[src/rtl/bram_prog_loader.sv]
// bram_prog_loader: packs a little-endian byte stream into 32-bit words, writes them plus a
// terminator word through an AXI4-Lite write channel, then raises cpu_start. Option: LOADER_CHECKSUM_EN.
`default_nettype none

module bram_prog_loader #(
    parameter int                ADDR_W    = 20,
    parameter logic [ADDR_W-1:0] BASE_ADDR = '0,
    parameter int                MAX_WORDS = 88,
    parameter logic [31:0]       TERM_WORD = 32'hFFFF_FFFF
) (
    input  logic              clk,
    input  logic              rst_n,
    input  logic              go_i,
    input  logic              in_valid_i,
    output logic              in_ready_o,
    input  logic [7:0]        in_data_i,
    input  logic              in_last_i,
    output logic              awvalid_o,
    input  logic              awready_i,
    output logic [ADDR_W-1:0] awaddr_o,
    output logic              wvalid_o,
    input  logic              wready_i,
    output logic [31:0]       wdata_o,
    output logic [3:0]        wstrb_o,
    input  logic              bvalid_i,
    output logic              bready_o,
    input  logic [1:0]        bresp_i,
    output logic              busy_o,
    output logic              cpu_start_o,
    output logic              error_o,
`ifdef LOADER_CHECKSUM_EN
    output logic [31:0]       checksum_o,
`endif
    output logic [ADDR_W-3:0] word_count_o
);

    localparam logic [ADDR_W-3:0] MAX_WC = (ADDR_W-2)'(MAX_WORDS);

    typedef enum logic [2:0] {
        S_IDLE    = 3'd0,
        S_COLLECT = 3'd1,
        S_WRITE   = 3'd2,
        S_RESP    = 3'd3,
        S_DONE    = 3'd4,
        S_ERR     = 3'd5
    } state_t;

    state_t             state_q;
    logic [1:0]         lane_q;
    logic [31:0]        pack_q;
    logic [31:0]        pack_d;
    logic [31:0]        wdata_q;
    logic [ADDR_W-1:0]  awaddr_q;
    logic               awvalid_q;
    logic               wvalid_q;
    logic               bready_q;
    logic               in_ready_q;
    logic               term_q;
    logic               last_q;
    logic               busy_q;
    logic               cpu_start_q;
    logic               error_q;
    logic [ADDR_W-3:0]  word_count_q;

    logic w_start;
    logic w_resp_ok_prog;

    // Lanes not yet written keep the zeros loaded when collection of a word began.
    always_comb begin
        pack_d                  = pack_q;
        pack_d[8*lane_q +: 8]   = in_data_i;
    end

    assign w_start = go_i && (state_q == S_IDLE || state_q == S_DONE || state_q == S_ERR);
    assign w_resp_ok_prog = (state_q == S_RESP) && bvalid_i && bready_q &&
                            (bresp_i == 2'b00) && !term_q;

    always_ff @(posedge clk or negedge rst_n) begin
        if (!rst_n) begin
            state_q      <= S_IDLE;
            lane_q       <= 2'd0;
            pack_q       <= '0;
            wdata_q      <= '0;
            awaddr_q     <= BASE_ADDR;
            awvalid_q    <= 1'b0;
            wvalid_q     <= 1'b0;
            bready_q     <= 1'b0;
            in_ready_q   <= 1'b0;
            term_q       <= 1'b0;
            last_q       <= 1'b0;
            busy_q       <= 1'b0;
            cpu_start_q  <= 1'b0;
            error_q      <= 1'b0;
            word_count_q <= '0;
        end else begin
            case (state_q)
                S_IDLE, S_DONE, S_ERR: begin
                    if (w_start) begin
                        state_q      <= S_COLLECT;
                        lane_q       <= 2'd0;
                        pack_q       <= '0;
                        awaddr_q     <= BASE_ADDR;
                        term_q       <= 1'b0;
                        last_q       <= 1'b0;
                        busy_q       <= 1'b1;
                        cpu_start_q  <= 1'b0;
                        error_q      <= 1'b0;
                        word_count_q <= '0;
                        in_ready_q   <= 1'b1;
                    end
                end
                S_COLLECT: begin
                    if (in_valid_i && in_ready_q) begin
                        if (word_count_q == MAX_WC) begin
                            // Capacity exhausted: the byte is swallowed and nothing is written.
                            state_q    <= S_ERR;
                            error_q    <= 1'b1;
                            busy_q     <= 1'b0;
                            in_ready_q <= 1'b0;
                        end else if (lane_q == 2'd3 || in_last_i) begin
                            state_q    <= S_WRITE;
                            wdata_q    <= pack_d;
                            last_q     <= in_last_i;
                            awvalid_q  <= 1'b1;
                            wvalid_q   <= 1'b1;
                            in_ready_q <= 1'b0;
                        end else begin
                            pack_q <= pack_d;
                            lane_q <= lane_q + 2'd1;
                        end
                    end
                end
                S_WRITE: begin
                    if (awvalid_q && awready_i) awvalid_q <= 1'b0;
                    if (wvalid_q && wready_i)   wvalid_q  <= 1'b0;
                    if ((!awvalid_q || awready_i) && (!wvalid_q || wready_i)) begin
                        state_q  <= S_RESP;
                        bready_q <= 1'b1;
                    end
                end
                S_RESP: begin
                    if (bvalid_i && bready_q) begin
                        bready_q <= 1'b0;
                        if (bresp_i != 2'b00) begin
                            state_q <= S_ERR;
                            error_q <= 1'b1;
                            busy_q  <= 1'b0;
                        end else if (term_q) begin
                            state_q     <= S_DONE;
                            cpu_start_q <= 1'b1;
                            busy_q      <= 1'b0;
                        end else begin
                            word_count_q <= word_count_q + 1'b1;
                            awaddr_q     <= awaddr_q + ADDR_W'(4);
                            if (last_q) begin
                                state_q   <= S_WRITE;
                                wdata_q   <= TERM_WORD;
                                term_q    <= 1'b1;
                                awvalid_q <= 1'b1;
                                wvalid_q  <= 1'b1;
                            end else begin
                                state_q    <= S_COLLECT;
                                lane_q     <= 2'd0;
                                pack_q     <= '0;
                                in_ready_q <= 1'b1;
                            end
                        end
                    end
                end
                default: state_q <= S_IDLE;
            endcase
        end
    end

`ifdef LOADER_CHECKSUM_EN
    logic [31:0] checksum_q;

    always_ff @(posedge clk or negedge rst_n) begin
        if (!rst_n) begin
            checksum_q <= '0;
        end else if (w_start) begin
            checksum_q <= '0;
        end else if (w_resp_ok_prog) begin
            checksum_q <= checksum_q + wdata_q;
        end
    end

    assign checksum_o = checksum_q;
`endif

    assign in_ready_o   = in_ready_q;
    assign awvalid_o    = awvalid_q;
    assign awaddr_o     = awaddr_q;
    assign wvalid_o     = wvalid_q;
    assign wdata_o      = wdata_q;
    assign wstrb_o      = 4'b1111;
    assign bready_o     = bready_q;
    assign busy_o       = busy_q;
    assign cpu_start_o  = cpu_start_q;
    assign error_o      = error_q;
    assign word_count_o = word_count_q;

    logic w_unused;
    assign w_unused = w_resp_ok_prog;

endmodule

`default_nettype wire
[config.mk]
export PLATFORM = sky130hd
export DESIGN_NAME = bram_prog_loader
export DESIGN_NICKNAME = d
export VERILOG_FILES = /design/src/rtl/bram_prog_loader.sv
export SDC_FILE = /design/constraint.sdc
export NUM_CORES = 1
export LEC_CHECK = 0
export ABC_CLOCK_PERIOD_IN_PS = 6300
export CAP_MARGIN = 30
export CORE_UTILIZATION = 57
export DETAILED_ROUTE_END_ITERATION = 6
export PLACE_DENSITY = 0.85
export SYNTH_ARGS = -nofsm -noshare
export SYNTH_HDL_FRONTEND = slang
export SYNTH_SLANG_ARGS = --single-unit
[constraint.sdc]
create_clock -name clk -period 6.3 [get_ports clk]
set_input_delay 1.575 -clock clk [delete_from_list [all_inputs] [get_ports clk]]
set_output_delay 1.575 -clock clk [all_outputs]
set_load 0.005 [all_outputs]
# Yosys cells after proc, flatten, opt, wreduce, memory -nomap -nowiden
# Cells that the tools add are included.
[word_totals] output_inout_bits=81 input_bits=18 elab_cells=176 reg_bits=116
[classes] reduce_logical=35 n_mux=95 shift=2 eq_ne=25 addsub=4
[ops] cell="two-way mux 32 bit" n=15
[ops] cell="one-hot mux 32 bit (3 select lines)" n=1
[ops] cell="two-way mux 20 bit" n=4
[ops] cell="two-way mux 18 bit" n=4
[ops] cell="one-hot mux 32 bit (2 select lines)" n=1
[ops] cell="one-hot mux 20 bit (2 select lines)" n=1
[ops] cell="two-way mux 1 bit" n=39
[ops] cell="one-hot mux 18 bit (2 select lines)" n=1
[ops] cell="negator 5 -> 34 bit" n=1
[ops] cell="variable shift 8 x 34 -> 32 bit, first input constant" n=1
[ops] cell="variable part select 8 x 34 -> 32 bit" n=1
[ops] cell="bitwise mux 32 bit" n=1
[ops] cell="inequality test 2 bit, second input constant" n=14
[ops] cell="AND reduction 9 bit" n=3
[ops] cell="two-way mux 3 bit" n=8
[ops] cell="adder 20 x 3 -> 20 bit, second input constant" n=1
[ops] cell="AND reduction 5 bit" n=4
[ops] cell="adder 18 x 1 -> 18 bit, second input constant" n=1
[ops] cell="equality test 18 x 7 -> 1 bit, second input constant" n=1
[ops] cell="two-way mux 2 bit" n=9
[ops] cell="AND reduction 8 bit" n=2
[ops] cell="one-hot mux 1 bit (3 select lines)" n=5
[ops] cell="one-hot mux 3 bit (4 select lines)" n=1
[ops] cell="AND reduction 6 bit" n=2
[ops] cell="19 further kinds" n=40

# Logic depth before layout (Yosys ltp)
[depth] depth_word=7 mapped_depth=9 mapped_depth_nobuf=7

# Least setup slack after synthesis
# OpenSTA, ideal clock, no wires.
[synth_timing] path_type="input port to flip-flop" start="input bresp_i[1]" end="register word_count_q[17], in the netlist word_count_o[17]" path_buffers=1 cell_stages=6 slack_ns=2.968 arrival_time_ns=3.254 setup_ns=0.078 path_cell_list="or3_4 -> o32a_1 -> buf_6 -> or3_1 -> or3_1 -> a21oi_1"
[synth_via] elab_chain_len=3
[synth_rtl] item="start: declaration" line_no="27" source="input logic [1:0] bresp_i,"
[synth_rtl] item="nonzero test 2 bit" line_no="144" source="if (bresp_i != 2'b00) begin"
[synth_rtl] item="inequality test 2 bit (no source line)"
[synth_rtl] item="AND reduction 5 bit (no source line)"
[synth_rtl] item="end signal: assignment" line_no="153" source="word_count_q <= word_count_q + 1'b1;"
[synth_rtl] item="end: declaration" line_no="63" source="logic [ADDR_W-3:0] word_count_q;"
# No other way between the ends.
# A chain may end at the register's enable or synchronous reset.

# Worst setup path in the final report
[layout_timing] start="input bresp_i[1]" end="register wdata_q[3], in the netlist wdata_o[3]"
[layout_via] elab_chain_len=3
[layout_rtl] item="nonzero test 2 bit" line_no="144"
[layout_rtl] item="inequality test 2 bit (no source line)"
[layout_rtl] item="AND reduction 8 bit (no source line)"
[layout_rtl] item="end signal: assignment" line_no="122" source="wdata_q <= pack_d;"
[layout_rtl] item="end: declaration" line_no="52" source="logic [31:0] wdata_q;"
# No other way between the ends.

==> impl_results.md <==
* Status: complete, no violations
* Global placement routability congestion at 0.867
* Top Ports at 99
* Unrepaired setup endpoints after global routing: false
* Crit. Startpoint: bresp_i[1]
* Critical setup path kind: in2reg
* First-pass GRT wire length at 23600 um
* Switching share of power at 33.8%
* Final min period at 3730 ps
* Nets at slightly below 700
* CTS buffer count at 17
* ANT cells at 0
* Clock skew at 7.91 ps
* Largest net degree at the start of global routing at 63
* Worst min-delay path category: reg2reg
* Crit-path max FO at 24
* Tot GR Track Use at 30.0%
* Initial DRC count at 362
* Clk sinks at ~110
* Initial Utilization at 58.4%
* Post-detailed-route count of antenna-violating nets at 0
* Max-slew violations at 0
* Clock transition at path regs at approximately 60 ps
* Total number of vias at around 4800
* Die ar. at 0.0104 mm2
* Simple-Gate Fraction of Synth Area at between 10% and 20%
* Comb power frac at 34.0%
* Pwr Density at 410 mW/mm2
* VDD IR max at 0.303 mV
* Hold depth at 1
* Clock Tree Buf Depth at 2
* CP arrival at ~4200 ps
* Required @ worst endpoint at roughly 6700 ps
* Power share of the clock group at 32.8%
* CTS root buffer: clkbuf_8
* # port buffers at 92
* Period utilisation layout at 59.2%
* Final setup viols at 0
* Die W at 102 um
* P_int at roughly 2 mW
* Mapped Cells at 561
* Via-per-instance ratio at 6.05
* FF-to-FF path depth at 8
* Setup crit end kind: flop
* CTS Hold Bufs at 0
* Synth unique cells at 49
* Post-DP HPWL at 9590 um
* Highest clock rate at 268 MHz
* Top FF cell, synth: dfrtp_1
* Actual slew at the worst max-slew pin at a little over 900 ps
* Share of layout cells above drive strength 1 at 12.4%
* CTS resizes at 0
* DRC violations left at 0
* TritonCTS clock tree: built
* Synth Area in Compound Gates at 13.5%
* Fillcell total at about 630
* Sequential fraction of the synthesis area at roughly 50%
* Latest clock arrival within the worst-skew pair at 530 ps
* Hold Path End: pack_q[28]
* Commonest non-fill, non-tap cell in the layout: dfrtp_1
* Synth Area per Inst at 10.1 um2
* Initial antenna violation count at 0
* Std-Cell Core Area at 0.00973 mm2
* Core Util, Final at 75.1%
* Area Overhead vs Synth at 28.5%
* EDFF count, synth at 0
* Area of the mapped netlist at 0.00568 mm2
* Register bit total from synthesis at 114
* Setup crit start kind: input port
* Routed wire length per instance at 18.2 um
* Final TNS setup at 0 ps
* Most frequent cells in the layout: dfrtp_1 (114), clkdlybuf4s50_1 (91), nand2_1 (57)
* Detailed Route WL at 14600 um
* R2R Path Start: word_count_o[0]
* Total iterations of the first detailed-routing run at 5
* Die height at 102 um
* Largest family of logic cells by synthesized area: simple AND/OR/NAND/NOR gates
* Flop pwr share at 33.2%
* # rows at 36
* Fraction of the mapped netlist area in adder cells at 1.98%
* Endpoints failing hold at 0
* Post-synthesis mux area share at 6.52%
* Post-CTS setup buffers at 0
* Vias in the first global route at 4769
* Synth Area in XOR/XNOR at under 10%
* R2R setup slack at 3660 ps
* Switching power at 1.01 mW
* H-tree levels at 4
* Leak at 3.29 nW
* Max Cap Viol at 0
* Grt total ovfl at 0
* Reg-to-reg endpoint: wdata_o[3]
* Yosys Warn Count at 0
* Hold_sp: pack_q[28]
* Async SR Flop Fraction at 100%
* Slew headroom at ~39%
[stage by stage]
| step | setup WS, ps | cell area (um2) | hold slack [ps] | total power, mW | cells |
|---|---|---|---|---|---|
| floorplan | 2970 | 5700 | 449 | 1.58 | 565 |
| global placement | 2050 | 6690 | 463 | 1.95 | 767 |
| detailed placement | 2040 | 6700 | 466 | 1.99 | 768 |
| CTS | 2570 | 7310 | 484 | 2.99 | 800 |
| global route | 2390 | 7310 | 491 | 3.14 | 800 |
| finish | 2570 | 7310 | 484 | 2.99 | 800 |
[Yosys cell counts, types with 2 or more instances]
cell,n,area (um2)
dfrtp_1,114,2850
o211ai_1,3,22.5
a21o_1,3,22.5
buf_6,2,22.5
nor2b_1,34,213
or4_1,2,15.0
a31oi_1,3,18.8
conb_1,2,7.51
mux2_2,32,360
nor4b_1,4,35.0
and2_1,2,12.5
and3_1,5,31.3
nor3_1,12,60.1
nand3_1,19,95.1
clkbuf_1,14,52.6
nand2_1,57,214
a22o_1,2,17.5
or2_2,4,25.0
o31ai_1,2,15.0
and4_1,4,35.0
nand4_1,11,68.8
o2bb2ai_1,34,298
xnor2_1,12,105
buf_2,8,40.0
xor2_1,16,140
nor2_1,41,154
nor4_1,8,50.1
buf_4,6,45.0
a21oi_1,45,225
or3_1,5,31.3
o21ai_0,17,85.1
ha_1,9,113
nand2b_1,4,25.0
inv_1,10,37.5
[per-layer routing]
layer	global-route usage, %	vias to the layer above	share of wire [%]
met5	0	-	0
met4	14.0	0	2.6
met3	8.82	38	6.8
met2	47.0	227	49
met1	38.7	2409	42
li1	-	2167	-
[state kept, by name, indices dropped and copies added (netlist names)]
name          cells
wdata_o          32
in_ready_o        1
lane_q            2
last_q            1
pack_q           32
busy_o            1
error_o           1
bready_o          1
cpu_start_o       1
wvalid_o          1
state_q           3
awvalid_o         1
awaddr_o         18
word_count_o     18
term_q            1
[worst max-delay path by stage]
stage                        to  slack (ps)  cells after the start
6_report             wdata_o[3]        2570                      7
4_1_cts              wdata_o[3]        2570                      7
3_5_place_dp         wdata_o[3]        2040                      7
5_1_grt              wdata_o[3]        2390                      7
2_1_floorplan  word_count_o[17]        2970                      6
3_3_place_gp       awaddr_o[19]        2050                      6
[power groups by stage]
stage          Combinational, mW  Sequential (mW)  Clock (mW)
4_1_cts                     1.01            0.992       0.982
3_5_place_dp               0.993             1.00           0
3_3_place_gp               0.960            0.991           0
6_report                    1.02            0.994       0.982
5_1_grt                     1.11             1.01        1.02
2_1_floorplan              0.598            0.977           0
[logic make-up after synthesis]
kind of cell	after synthesis
flops	114
compound gates	116
other cells	2
simple gates	219
fa+ha+maj	9
mux	33
buf+inv	40
xor+xnor	28
[worst max-delay path, cell delays in order]
cell	delay (ps)
clkdlybuf4s50_1	500
or3_4	440
nor3_1	170
o21ai_0	150
nor3_4	500
buf_4	420
mux2_2	390
[cell type report]
cell class	instances	area [um2]	share of cell area, %
inverters	10	37.5	0.514
flip-flops and latches	114	2850	39.0
repair buffers	100	978	13.4
clock inverters	12	155	2.12
well taps	133	166	2.28
multi-input cells	411	2660	36.4
clock buffers	20	455	6.23
No activity file was read; power rests on OpenSTA's default activity.
